File: config.mk
export PLATFORM = sky130hd
export DESIGN_NAME = hazard_scoreboard_flat
export DESIGN_NICKNAME = d
export VERILOG_FILES = /design/src/rtl/hazard_scoreboard_pkg.sv /design/src/rtl/hazard_scoreboard_if.sv /design/src/rtl/hazard_scoreboard_match.sv /design/src/rtl/hazard_scoreboard.sv /design/src/flat_wrapper.sv
export SDC_FILE = /design/constraint.sdc
export NUM_CORES = 1
export LEC_CHECK = 0
export BUFFER_PORTS_ARGS = -buffer_cell sky130_fd_sc_hd__buf_2
export CAP_MARGIN = 40
export CORE_MARGIN = 2
export CORE_UTILIZATION = 50
export CTS_CLUSTER_DIAMETER = 200
export DETAILED_ROUTE_END_ITERATION = 7
export PLACE_DENSITY = 0.7
export SYNTH_ARGS = -nofsm -noshare
export SYNTH_HDL_FRONTEND = slang
export SYNTH_HIERARCHICAL = 1
export SYNTH_SLANG_ARGS = --single-unit
File: constraint.sdc
create_clock -name clk -period 7.7 [get_ports clk]
set_input_delay 0.385 -clock clk [delete_from_list [all_inputs] [get_ports clk]]
set_output_delay 0.385 -clock clk [all_outputs]
set_load 0.05 [all_outputs]
File: src/rtl/hazard_scoreboard_pkg.sv
// Shared constants for the decode-stage hazard scoreboard.
//   tcode_t / TCODE_UNUSED : T_use/T_new code type; all-ones marks an unused operand
//   stage_e                : post-decode stage index names (0 = E, 1 = M, 2 = W)
//   FWD_RF / fwd_code()    : forward-select encoding (0 = register file, k+1 = stage k)
//   STALL_CNT_MAX          : saturation value of the stall-cycle counter
package hazard_scoreboard_pkg;

  typedef logic [2:0] tcode_t;
  localparam tcode_t TCODE_UNUSED = '1;

  typedef enum int unsigned {
    STG_E = 0,
    STG_M = 1,
    STG_W = 2
  } stage_e;

  localparam int FWD_RF = 0;

  // Forward-select code that picks the result held in post-decode stage k.
  function automatic int fwd_code(input int stage);
    return stage + 1;
  endfunction

  localparam logic [31:0] STALL_CNT_MAX = 32'hFFFF_FFFF;

endpackage

File: src/rtl/hazard_scoreboard_if.sv
// Decode-side hazard interface.
//   master : the decoder; drives the D-stage instruction description and ext_stall
//   slave  : the scoreboard; returns stall, forward selects and the stall count
// d_src/d_tuse/d_fwd/e_fwd are packed per source, source s at [s*W +: W].
interface hazard_scoreboard_if #(
  parameter int NUM_SRC = 2,
  parameter int AW      = 5,
  parameter int TW      = 3,
  parameter int SELW    = 2
);

  logic                   d_valid;
  logic [NUM_SRC*AW-1:0]  d_src;
  logic [NUM_SRC*TW-1:0]  d_tuse;
  logic                   d_wr_en;
  logic [AW-1:0]          d_wr_addr;
  logic [TW-1:0]          d_tnew;
  logic                   ext_stall;
  logic                   stall;
  logic [NUM_SRC*SELW-1:0] d_fwd;
  logic [NUM_SRC*SELW-1:0] e_fwd;
  logic [31:0]            stall_cnt;

  modport master (
    output d_valid, d_src, d_tuse, d_wr_en, d_wr_addr, d_tnew, ext_stall,
    input  stall, d_fwd, e_fwd, stall_cnt
  );

  modport slave (
    input  d_valid, d_src, d_tuse, d_wr_en, d_wr_addr, d_tnew, ext_stall,
    output stall, d_fwd, e_fwd, stall_cnt
  );

endinterface

File: src/rtl/hazard_scoreboard_match.sv
// hazard_match: youngest-match priority finder over the in-flight write entries.
//   addr      : register being looked up (register 0 never matches)
//   ent_*     : entry array, index 0 = youngest (E)
//   hit       : some entry in LO..N-1 matches
//   index     : lowest matching entry index
//   tnew      : that entry's remaining T_new
// LO lets the E-stage consumer skip entry 0, which is its own instruction.
module hazard_match #(
  parameter int N  = 3,
  parameter int AW = 5,
  parameter int TW = 3,
  parameter int LO = 0,
  parameter int IW = (N > 1) ? $clog2(N) : 1
) (
  input  logic [AW-1:0] addr,
  input  logic          ent_valid [N],
  input  logic [AW-1:0] ent_addr  [N],
  input  logic [TW-1:0] ent_tnew  [N],
  output logic          hit,
  output logic [IW-1:0] index,
  output logic [TW-1:0] tnew
);

  // NOTE: every output gets a default before the loop so no path through the
  // block leaves a value unassigned, which would otherwise infer a latch.
  always_comb begin
    hit   = 1'b0;
    index = '0;
    tnew  = '0;
    // Scan oldest to youngest; the last hit written is the youngest one.
    for (int k = N - 1; k >= LO; k--) begin
      if (ent_valid[k] && addr != '0 && ent_addr[k] == addr) begin
        hit   = 1'b1;
        index = IW'(k);
        tnew  = ent_tnew[k];
      end
    end
  end

endmodule

File: src/rtl/hazard_scoreboard.sv
// hazard_scoreboard: decode-stage hazard unit for the pipelined MIPS core.
//   clk, reset : clock; asynchronous active-high reset
//   bus.slave  : D-stage instruction (valid, sources, T_use, write enable/addr,
//                T_new), ext_stall in; stall, d_fwd, e_fwd, stall_cnt out
// Entry k tracks the register write of the instruction in post-decode stage k;
// tnew counts cycles until that result exists, relative to the current cycle.
module hazard_scoreboard
  import hazard_scoreboard_pkg::*;
#(
  parameter int NUM_STAGES = 3,
  parameter int NUM_SRC    = 2,
  parameter int AW         = 5,
  parameter int TW         = $bits(tcode_t),
  parameter int SELW       = 2
) (
  input  logic              clk,
  input  logic              reset,
  hazard_scoreboard_if.slave bus
);

  localparam int IW = (NUM_STAGES > 1) ? $clog2(NUM_STAGES) : 1;

  // In-flight write entries, index 0 = E.
  logic          ent_valid [NUM_STAGES];
  logic [AW-1:0] ent_addr  [NUM_STAGES];
  logic [TW-1:0] ent_tnew  [NUM_STAGES];

  // Sources of the instruction currently in E.
  logic          e_src_valid [NUM_SRC];
  logic [AW-1:0] e_src_addr  [NUM_SRC];

  logic          d_hit  [NUM_SRC];
  logic [IW-1:0] d_idx  [NUM_SRC];
  logic [TW-1:0] d_tnm  [NUM_SRC];
  logic          e_hit  [NUM_SRC];
  logic [IW-1:0] e_idx  [NUM_SRC];
  logic [TW-1:0] e_tnm  [NUM_SRC];

  logic [NUM_SRC-1:0]      hazard;
  logic [NUM_SRC*SELW-1:0] d_fwd_v;
  logic [NUM_SRC*SELW-1:0] e_fwd_v;
  logic                    stall;
  logic [31:0]             stall_cnt_q;

  function automatic logic [TW-1:0] sat_dec(input logic [TW-1:0] t);
    return (t == '0) ? '0 : t - 1'b1;
  endfunction

  for (genvar s = 0; s < NUM_SRC; s++) begin : g_src
    hazard_match #(.N(NUM_STAGES), .AW(AW), .TW(TW), .LO(0), .IW(IW)) u_d_match (
      .addr      (bus.d_src[s*AW +: AW]),
      .ent_valid (ent_valid),
      .ent_addr  (ent_addr),
      .ent_tnew  (ent_tnew),
      .hit       (d_hit[s]),
      .index     (d_idx[s]),
      .tnew      (d_tnm[s])
    );

    hazard_match #(.N(NUM_STAGES), .AW(AW), .TW(TW), .LO(int'(STG_M)), .IW(IW)) u_e_match (
      .addr      (e_src_addr[s]),
      .ent_valid (ent_valid),
      .ent_addr  (ent_addr),
      .ent_tnew  (ent_tnew),
      .hit       (e_hit[s]),
      .index     (e_idx[s]),
      .tnew      (e_tnm[s])
    );

    // By the time an instruction reaches E, every older write it depends on
    // must already have its result, otherwise the D-stage stall let it through early.
    always_ff @(posedge clk) begin
      if (!reset) begin
        assert (!(e_src_valid[s] && e_hit[s] && e_tnm[s] != '0));
      end
    end
  end

  always_comb begin
    hazard  = '0;
    d_fwd_v = '0;
    e_fwd_v = '0;
    for (int s = 0; s < NUM_SRC; s++) begin
      // An all-ones T_use means the operand is not read at all.
      if (!(&bus.d_tuse[s*TW +: TW]) && d_hit[s] && d_tnm[s] > bus.d_tuse[s*TW +: TW]) begin
        hazard[s] = 1'b1;
      end
      d_fwd_v[s*SELW +: SELW] = (d_hit[s] && d_tnm[s] == '0) ?
                                SELW'(fwd_code(int'(d_idx[s]))) : SELW'(FWD_RF);
      e_fwd_v[s*SELW +: SELW] = (e_src_valid[s] && e_hit[s] && e_tnm[s] == '0) ?
                                SELW'(fwd_code(int'(e_idx[s]))) : SELW'(FWD_RF);
    end
  end

  assign stall         = (|hazard) | bus.ext_stall;
  assign bus.stall     = stall;
  assign bus.d_fwd     = d_fwd_v;
  assign bus.e_fwd     = e_fwd_v;
  assign bus.stall_cnt = stall_cnt_q;

  // NOTE: sequential state uses non-blocking assignments so every flop samples
  // the pre-edge values, which is what makes the entry shift register shift.
  // The entry array is only NUM_STAGES flops deep, so it is fully reset rather
  // than treated as an unreset memory; valid alone would not clear stale tnew.
  always_ff @(posedge clk or posedge reset) begin
    if (reset) begin
      for (int k = 0; k < NUM_STAGES; k++) begin
        ent_valid[k] <= 1'b0;
        ent_addr[k]  <= '0;
        ent_tnew[k]  <= '0;
      end
      for (int s = 0; s < NUM_SRC; s++) begin
        e_src_valid[s] <= 1'b0;
        e_src_addr[s]  <= '0;
      end
      stall_cnt_q <= '0;
    end else begin
      for (int k = 1; k < NUM_STAGES; k++) begin
        ent_valid[k] <= ent_valid[k-1];
        ent_addr[k]  <= ent_addr[k-1];
        ent_tnew[k]  <= sat_dec(ent_tnew[k-1]);
      end

      // A stalled D instruction stays put and E receives a bubble.
      if (!stall && bus.d_valid && bus.d_wr_en && bus.d_wr_addr != '0) begin
        ent_valid[0] <= 1'b1;
        ent_addr[0]  <= bus.d_wr_addr;
        ent_tnew[0]  <= sat_dec(bus.d_tnew);
      end else begin
        ent_valid[0] <= 1'b0;
        ent_addr[0]  <= '0;
        ent_tnew[0]  <= '0;
      end

      for (int s = 0; s < NUM_SRC; s++) begin
        if (!stall) begin
          e_src_valid[s] <= bus.d_valid && !(&bus.d_tuse[s*TW +: TW]);
          e_src_addr[s]  <= bus.d_src[s*AW +: AW];
        end else begin
          e_src_valid[s] <= 1'b0;
          e_src_addr[s]  <= '0;
        end
      end

      if (stall && stall_cnt_q != STALL_CNT_MAX) begin
        stall_cnt_q <= stall_cnt_q + 32'd1;
      end
    end
  end

endmodule

File: src/flat_wrapper.sv
// flat-port wrapper written by rule: the top's interface ports become plain ports
module hazard_scoreboard_flat import hazard_scoreboard_pkg::*;
#(
  parameter int NUM_STAGES = 3,
  parameter int NUM_SRC    = 2,
  parameter int AW         = 5,
  parameter int TW         = $bits(tcode_t),
  parameter int SELW       = 2
)
  (clk, reset, bus_d_valid, bus_d_src, bus_d_tuse, bus_d_wr_en, bus_d_wr_addr, bus_d_tnew, bus_ext_stall, bus_stall, bus_d_fwd, bus_e_fwd, bus_stall_cnt);
  hazard_scoreboard_if #(.NUM_SRC(NUM_SRC), .AW(AW), .TW(TW), .SELW(SELW)) bus_i ();
  input  logic clk;
  input  logic reset;
  input wire logic [$bits(bus_i.d_valid)-1:0] bus_d_valid;
  input wire logic [$bits(bus_i.d_src)-1:0] bus_d_src;
  input wire logic [$bits(bus_i.d_tuse)-1:0] bus_d_tuse;
  input wire logic [$bits(bus_i.d_wr_en)-1:0] bus_d_wr_en;
  input wire logic [$bits(bus_i.d_wr_addr)-1:0] bus_d_wr_addr;
  input wire logic [$bits(bus_i.d_tnew)-1:0] bus_d_tnew;
  input wire logic [$bits(bus_i.ext_stall)-1:0] bus_ext_stall;
  output wire logic [$bits(bus_i.stall)-1:0] bus_stall;
  output wire logic [$bits(bus_i.d_fwd)-1:0] bus_d_fwd;
  output wire logic [$bits(bus_i.e_fwd)-1:0] bus_e_fwd;
  output wire logic [$bits(bus_i.stall_cnt)-1:0] bus_stall_cnt;
  assign bus_i.d_valid = bus_d_valid;
  assign bus_i.d_src = bus_d_src;
  assign bus_i.d_tuse = bus_d_tuse;
  assign bus_i.d_wr_en = bus_d_wr_en;
  assign bus_i.d_wr_addr = bus_d_wr_addr;
  assign bus_i.d_tnew = bus_d_tnew;
  assign bus_i.ext_stall = bus_ext_stall;
  assign bus_stall = bus_i.stall;
  assign bus_d_fwd = bus_i.d_fwd;
  assign bus_e_fwd = bus_i.e_fwd;
  assign bus_stall_cnt = bus_i.stall_cnt;
  hazard_scoreboard #(.NUM_STAGES(NUM_STAGES), .NUM_SRC(NUM_SRC), .AW(AW), .TW(TW), .SELW(SELW)) u_core (.clk(clk), .reset(reset), .bus(bus_i));
endmodule
### Yosys cells after proc, flatten, opt, wreduce, memory -nomap -nowiden

Index checks and enable logic that the tools add are counted.

| storage, ports and cells | value |
|---|---|
| bits in registers | 71 |
| logic and storage cells | 136 |

| cells by class | value |
|---|---|
| add/sub/neg operators | 8 |
| $lt $le $gt $ge | 2 |
| equal/unequal tests | 11 |
| multiplexer cells | 46 |
| bitwise gates (word level) | 1 |
| reduce and logical (&&, ||, !) cells | 54 |

Operator list:

| cell | count |
|---|---|
| $eq 5x5->1 | 10 |
| $mux 3 | 14 |
| $logic_and 1x1->1 | 36 |
| $add 32x1->32 const B | 1 |
| $ne 32x32->1 const B | 1 |
| $mux 2 | 14 |
| $reduce_bool 5->1 | 5 |
| $logic_not 3->1 | 7 |
| $mux 1 | 15 |
| $mux 5 | 3 |
| $sub 3x1->3 const B | 3 |
| $add 2x1->2 const B | 4 |
| $gt 3x3->1 | 2 |
| $reduce_and 3->1 | 2 |
| $logic_not 1->1 | 3 |
| $reduce_or 2->1 | 1 |
| $or 1x1->1 | 1 |

### Longest topological paths before layout

| logic depth | value |
|---|---|
| word-level depth | 16 |
| depth in mapped cells | 16 |
| depth with buffers taken out | 14 |

### Hierarchy

The synthesis kept the hierarchy.

By module, submodules not included:

| module | times used | cells each | area an instance (µm²) | sequential area each (µm²) |
|---|---|---|---|---|
| hazard_scoreboard | 1 | 284 | 3186.8 | 1776.7 |
| hazard_match (u_core.g_src[0].u_d_match ...) | 2 | 47 | 325.3 | 0.0 |
| hazard_match (u_core.g_src[0].u_e_match ...) | 2 | 25 | 239.0 | 0.0 |

### Least setup slack after synthesis

No wires, ideal clock.

| path | value |
|---|---|
| kind | input-to-reg |
| from | in bus_d_src[6] |
| to | reg u_core.stall_cnt_q[25] (netlist: u_core/bus.stall_cnt[25]) |
| library setup time | 143 ps |
| data arrival time | 3275 ps |
| data required time | 7557 ps |
| path slack | 4282 ps |
| stages | 16 |
| path through | or4_1 -> nor2_2 -> or4_1 -> buf_6 -> nor2_1 -> a31oi_1 -> inv_1 -> ha_1 -> nand3_1 -> nand3_1 -> a21oi_1 -> nor3_1 -> inv_1 -> clkbuf_1 -> nand4_1 -> xnor2_1 |

RTL lines:

| item | line | source |
|---|---|---|
| start: declaration | flat_wrapper.sv:15 | `input wire logic [$bits(bus_i.d_src)-1:0] bus_d_src;` |
| end signal: assignment | hazard_scoreboard.sv:146 | `stall_cnt_q <= stall_cnt_q + 32'd1;` |
| end: declaration | hazard_scoreboard.sv:43 | `logic [31:0] stall_cnt_q;` |

==> metrics.md <==
| Metric | Value |
|---|---|
| Post-synth ARST share | 100.0% |
| Yosys Warn Count | 6 |
| Die width | about 97 um |
| Critical Path Sink Type | output pin |
| NumNets Final | roughly 550 |
| Relative max-transition margin | a little over half |
| Util after Layout | approximately three fifths |
| Crit path time final | 3.905 ns |
| DRC viols | 0 |
| Cell taking the most area after synthesis | dfrtp_1 |
| Final setup violation count | 0 |
| Met3 WL post-DR | between 600 and 700 um |
| Vias in the first global route | around 3,500 |
| Area of the multi-input gates | around 0.0024 mm^2 |
| Largest net degree at the start of global routing | 58 |
| Synth unique cells | 45 |
| Cells after Synth | roughly 430 |
| Measured slew at the worst slew-check pin | between 0.6 and 0.7 ns |
| PD cells | about 190 mW/mm^2 |
| WL met2 | 5.121 mm |
| Clock Latency Late Sink | 0.36 ns |
| Die Footprint | between 0.009 and 0.01 mm^2 |
| Detailed placement HPWL | around 7.7 mm |
| Post-synth EDFFs | 0 |
| Worst Path Required | between 7 and 8 ns |
| Post-route cell area | roughly 0.005 mm^2 |
| CTS Buf Count | 9 |
| Register area share after synthesis | roughly 41% |
| CTS H-tree depth | 3 |
| Final WL | 10.21 mm |
| Placed cell area | 0.004785 mm^2 |
| N_diodes | 0 |
| Post-Synthesis Net Count | between 400 and 500 |
| Hold buffers post-CTS | 0 |
| Cell area after synthesis | approximately 0.0043 mm^2 |
| Post-route ant nets | 0 |
| Crit share post-route | between 50% and 60% |
| Via density | ~5.6 |
| Clock Path Buffers | 2 |
| Maximum vdd ir drop | between 150 and 200 uV |
| Status | complete, no violations |
| Max FO, Critical Path | 12 |
| Unrepaired setup endpoints after global routing | no |
| Hold WC Path Type | input port to asynchronous set/reset pin |
| # rows | 33 |
| Initial antenna violation count | 0 |
| M1 WL | approximately 4.3 mm |
| Largest cells by area after synthesis | dfrtp_1 41%, xnor2_1 11%, xor2_1 6.1%, ha_1 3.8%, nand4_1 3.6% |
| CORE AREA | 0.008299 mm^2 |
| GPL Wtd Cong | roughly 0.9 |
| Setup Fix Bufs, Post-CTS | 0 |
| WHS | between 0.02 and 0.025 ns |
| # IOs | 70 |
| Share of layout cells above drive strength 1 | a little under a quarter |
| Area delta synth->final | 15.66% |
| Syn_area_per_cell | 10.08 um^2 |
| FF+latch area | approximately 0.0018 mm^2 |
| Root buf cell | clkbuf_8 |
| Clk slew on worst S/H paths | roughly 0.090 ns |
| Critical path type | flip-flop to output pin |
| Post-synth top area share | 41.17% |
| Slew Viols, Final | 0 |
| Routed len/inst | 16.65 um |
| TritonCTS sink count | just over 70 |
| IO Port Bufs | 69 |
| CTS tree | built |
| Initial Util | 52.00% |
| Max Cap Viol | 0 |
| Die H | roughly 97 um |
| First-pass GRT wire length | around 17 mm |
| Max layer used | met4 |
| Fillcell total | around 760 |
| Worst clock skew | 0.01228 ns |
| Worst setup SP type | flip-flop |
| Fmax | 256.1 MHz |
| Most numerous cell in the Yosys netlist | dfrtp_1 |
| Post-CTS Resized | 0 |
| Yosys reg bits | between 70 and 80 |
| First-pass DRT Iterations | 4 |
| Tot GR Track Use | 22.82% |
| Critical path arrival | 3.52 ns |
| Setup TNS | 0 ns |
| Leakage Power | around 2.2 nW |
| Primary FF master, synth | dfrtp_1 |
| DRT iter0 DRCs | approximately 140 |
| Synth cell count leaders | 71 x dfrtp_1, 55 x xnor2_1, 40 x nor2_1 |
| Total grt overflow | 0 |
| Final hold violation count | 0 |
| Vias | ~3,400 |
-- area by class of cell --
type                            count  area share [%]
Sequential cell                    71           35.60
Clock buffer                       11           2.833
Tap cell                          105           2.632
Clock inverter                      5           1.304
Timing Repair Buffer               72           7.771
Multi-Input combinational cell    330           48.43
Inverter                           19           1.429
-- cells in the final DEF (no fill, tap or decap), types with 2 or more instances in the layout --
master	n
nor3_1	3
ha_1	13
and2b_2	2
nor4_1	10
or4_4	4
nor2_4	2
clkbuf_8	10
and4_1	3
a31oi_1	7
nand3_1	27
o211ai_1	7
or4_1	7
and4_4	2
clkinv_4	3
xnor2_1	55
and3_1	10
buf_4	2
nor2b_1	4
dfrtp_1	71
nor4b_1	8
and2_1	14
o21ai_1	2
buf_2	69
nor4_2	2
nor4_4	2
nor2_1	40
a21oi_1	2
nand4_1	25
mux2_4	6
nand2_1	22
or2_1	2
nor3b_1	2
nor2_2	2
o21ai_0	4
xor2_1	30
inv_1	18
-- through the flow --
stage	total power [mW]	worst slack (ns)	cells
finish	0.9711	3.795	613
global route	1.017	3.409	613
CTS	0.9823	3.797	613
detailed placement	0.6693	4.115	597
global placement	0.6623	4.207	596
floorplan	0.6038	4.282	428
-- power by group --
group / internal, mW / total (mW) / switching, mW
clock: 0.161 / 0.310 / 0.148
sequential: 0.401 / 0.446 / 0.0448
combinational: 0.0670 / 0.215 / 0.148
-- critical path, cell delays in order (launching register included) --
cell	delay, ns
dfrtp_1	0.55
xnor2_1	0.16
nand2_1	0.09
nor4_1	0.52
nand4_1	0.18
a31oi_1	0.20
inv_1	0.08
ha_1	0.27
nand3_1	0.08
nand3_1	0.07
a21oi_1	0.25
nor3_2	0.09
inv_1	0.29
buf_2	0.34
-- routing by layer --
metal | vias up | global-route usage [%]
met1 | 1640 | 27.08
met2 | 93 | 39.32
met4 | 0 | 8.017
li1 | 1656 | -
met5 | - | 0
met3 | 15 | 6.792
-- final timing paths --
kind                       slack, ns                     startpoint                                   end  cells past startpoint
min reg2reg                     0.42  u_core/ent_valid[2]$_DFF_PP0_         u_core/ent_valid[1]$_DFF_PP0_                      0
min in group clk                0.25               bus_d_wr_addr[2]         u_core/ent_addr[12]$_DFF_PP0_                      2
max in group asynchronous       7.14                          reset  u_core/bus.stall_cnt[27]$_DFFE_PP0P_                      4
max reg2reg                     4.19   u_core/ent_addr[6]$_DFF_PP0_   u_core/bus.stall_cnt[1]$_DFFE_PP0P_                     13
min                             0.02                          reset   u_core/bus.stall_cnt[6]$_DFFE_PP0P_                      3
max                             3.79   u_core/ent_addr[6]$_DFF_PP0_                             bus_stall                     13
-- cells by family after synthesis --
logic type / count (synthesis) / synth area share (%)
adders and majority gates: 13 / 3.769
and+or+nand+nor: 200 / 28.27
AOI/OAI and AO/OA: 25 / 4.262
xor gates and xnor gates: 85 / 17.25
muxes: 7 / 2.349
DFF: 71 / 41.17
buffers and inverters: 27 / 2.928
-- registers in the layout, indices dropped and copies added, names as in the netlist --
| name | cells |
|---|---|
| u_core/ent_valid | 3 |
| u_core/e_src_valid | 2 |
| u_core/e_src_addr | 10 |
| u_core/ent_addr | 15 |
| u_core/bus.stall_cnt | 32 |
| u_core/ent_tnew | 9 |
(Power assumes the default switching activity.)
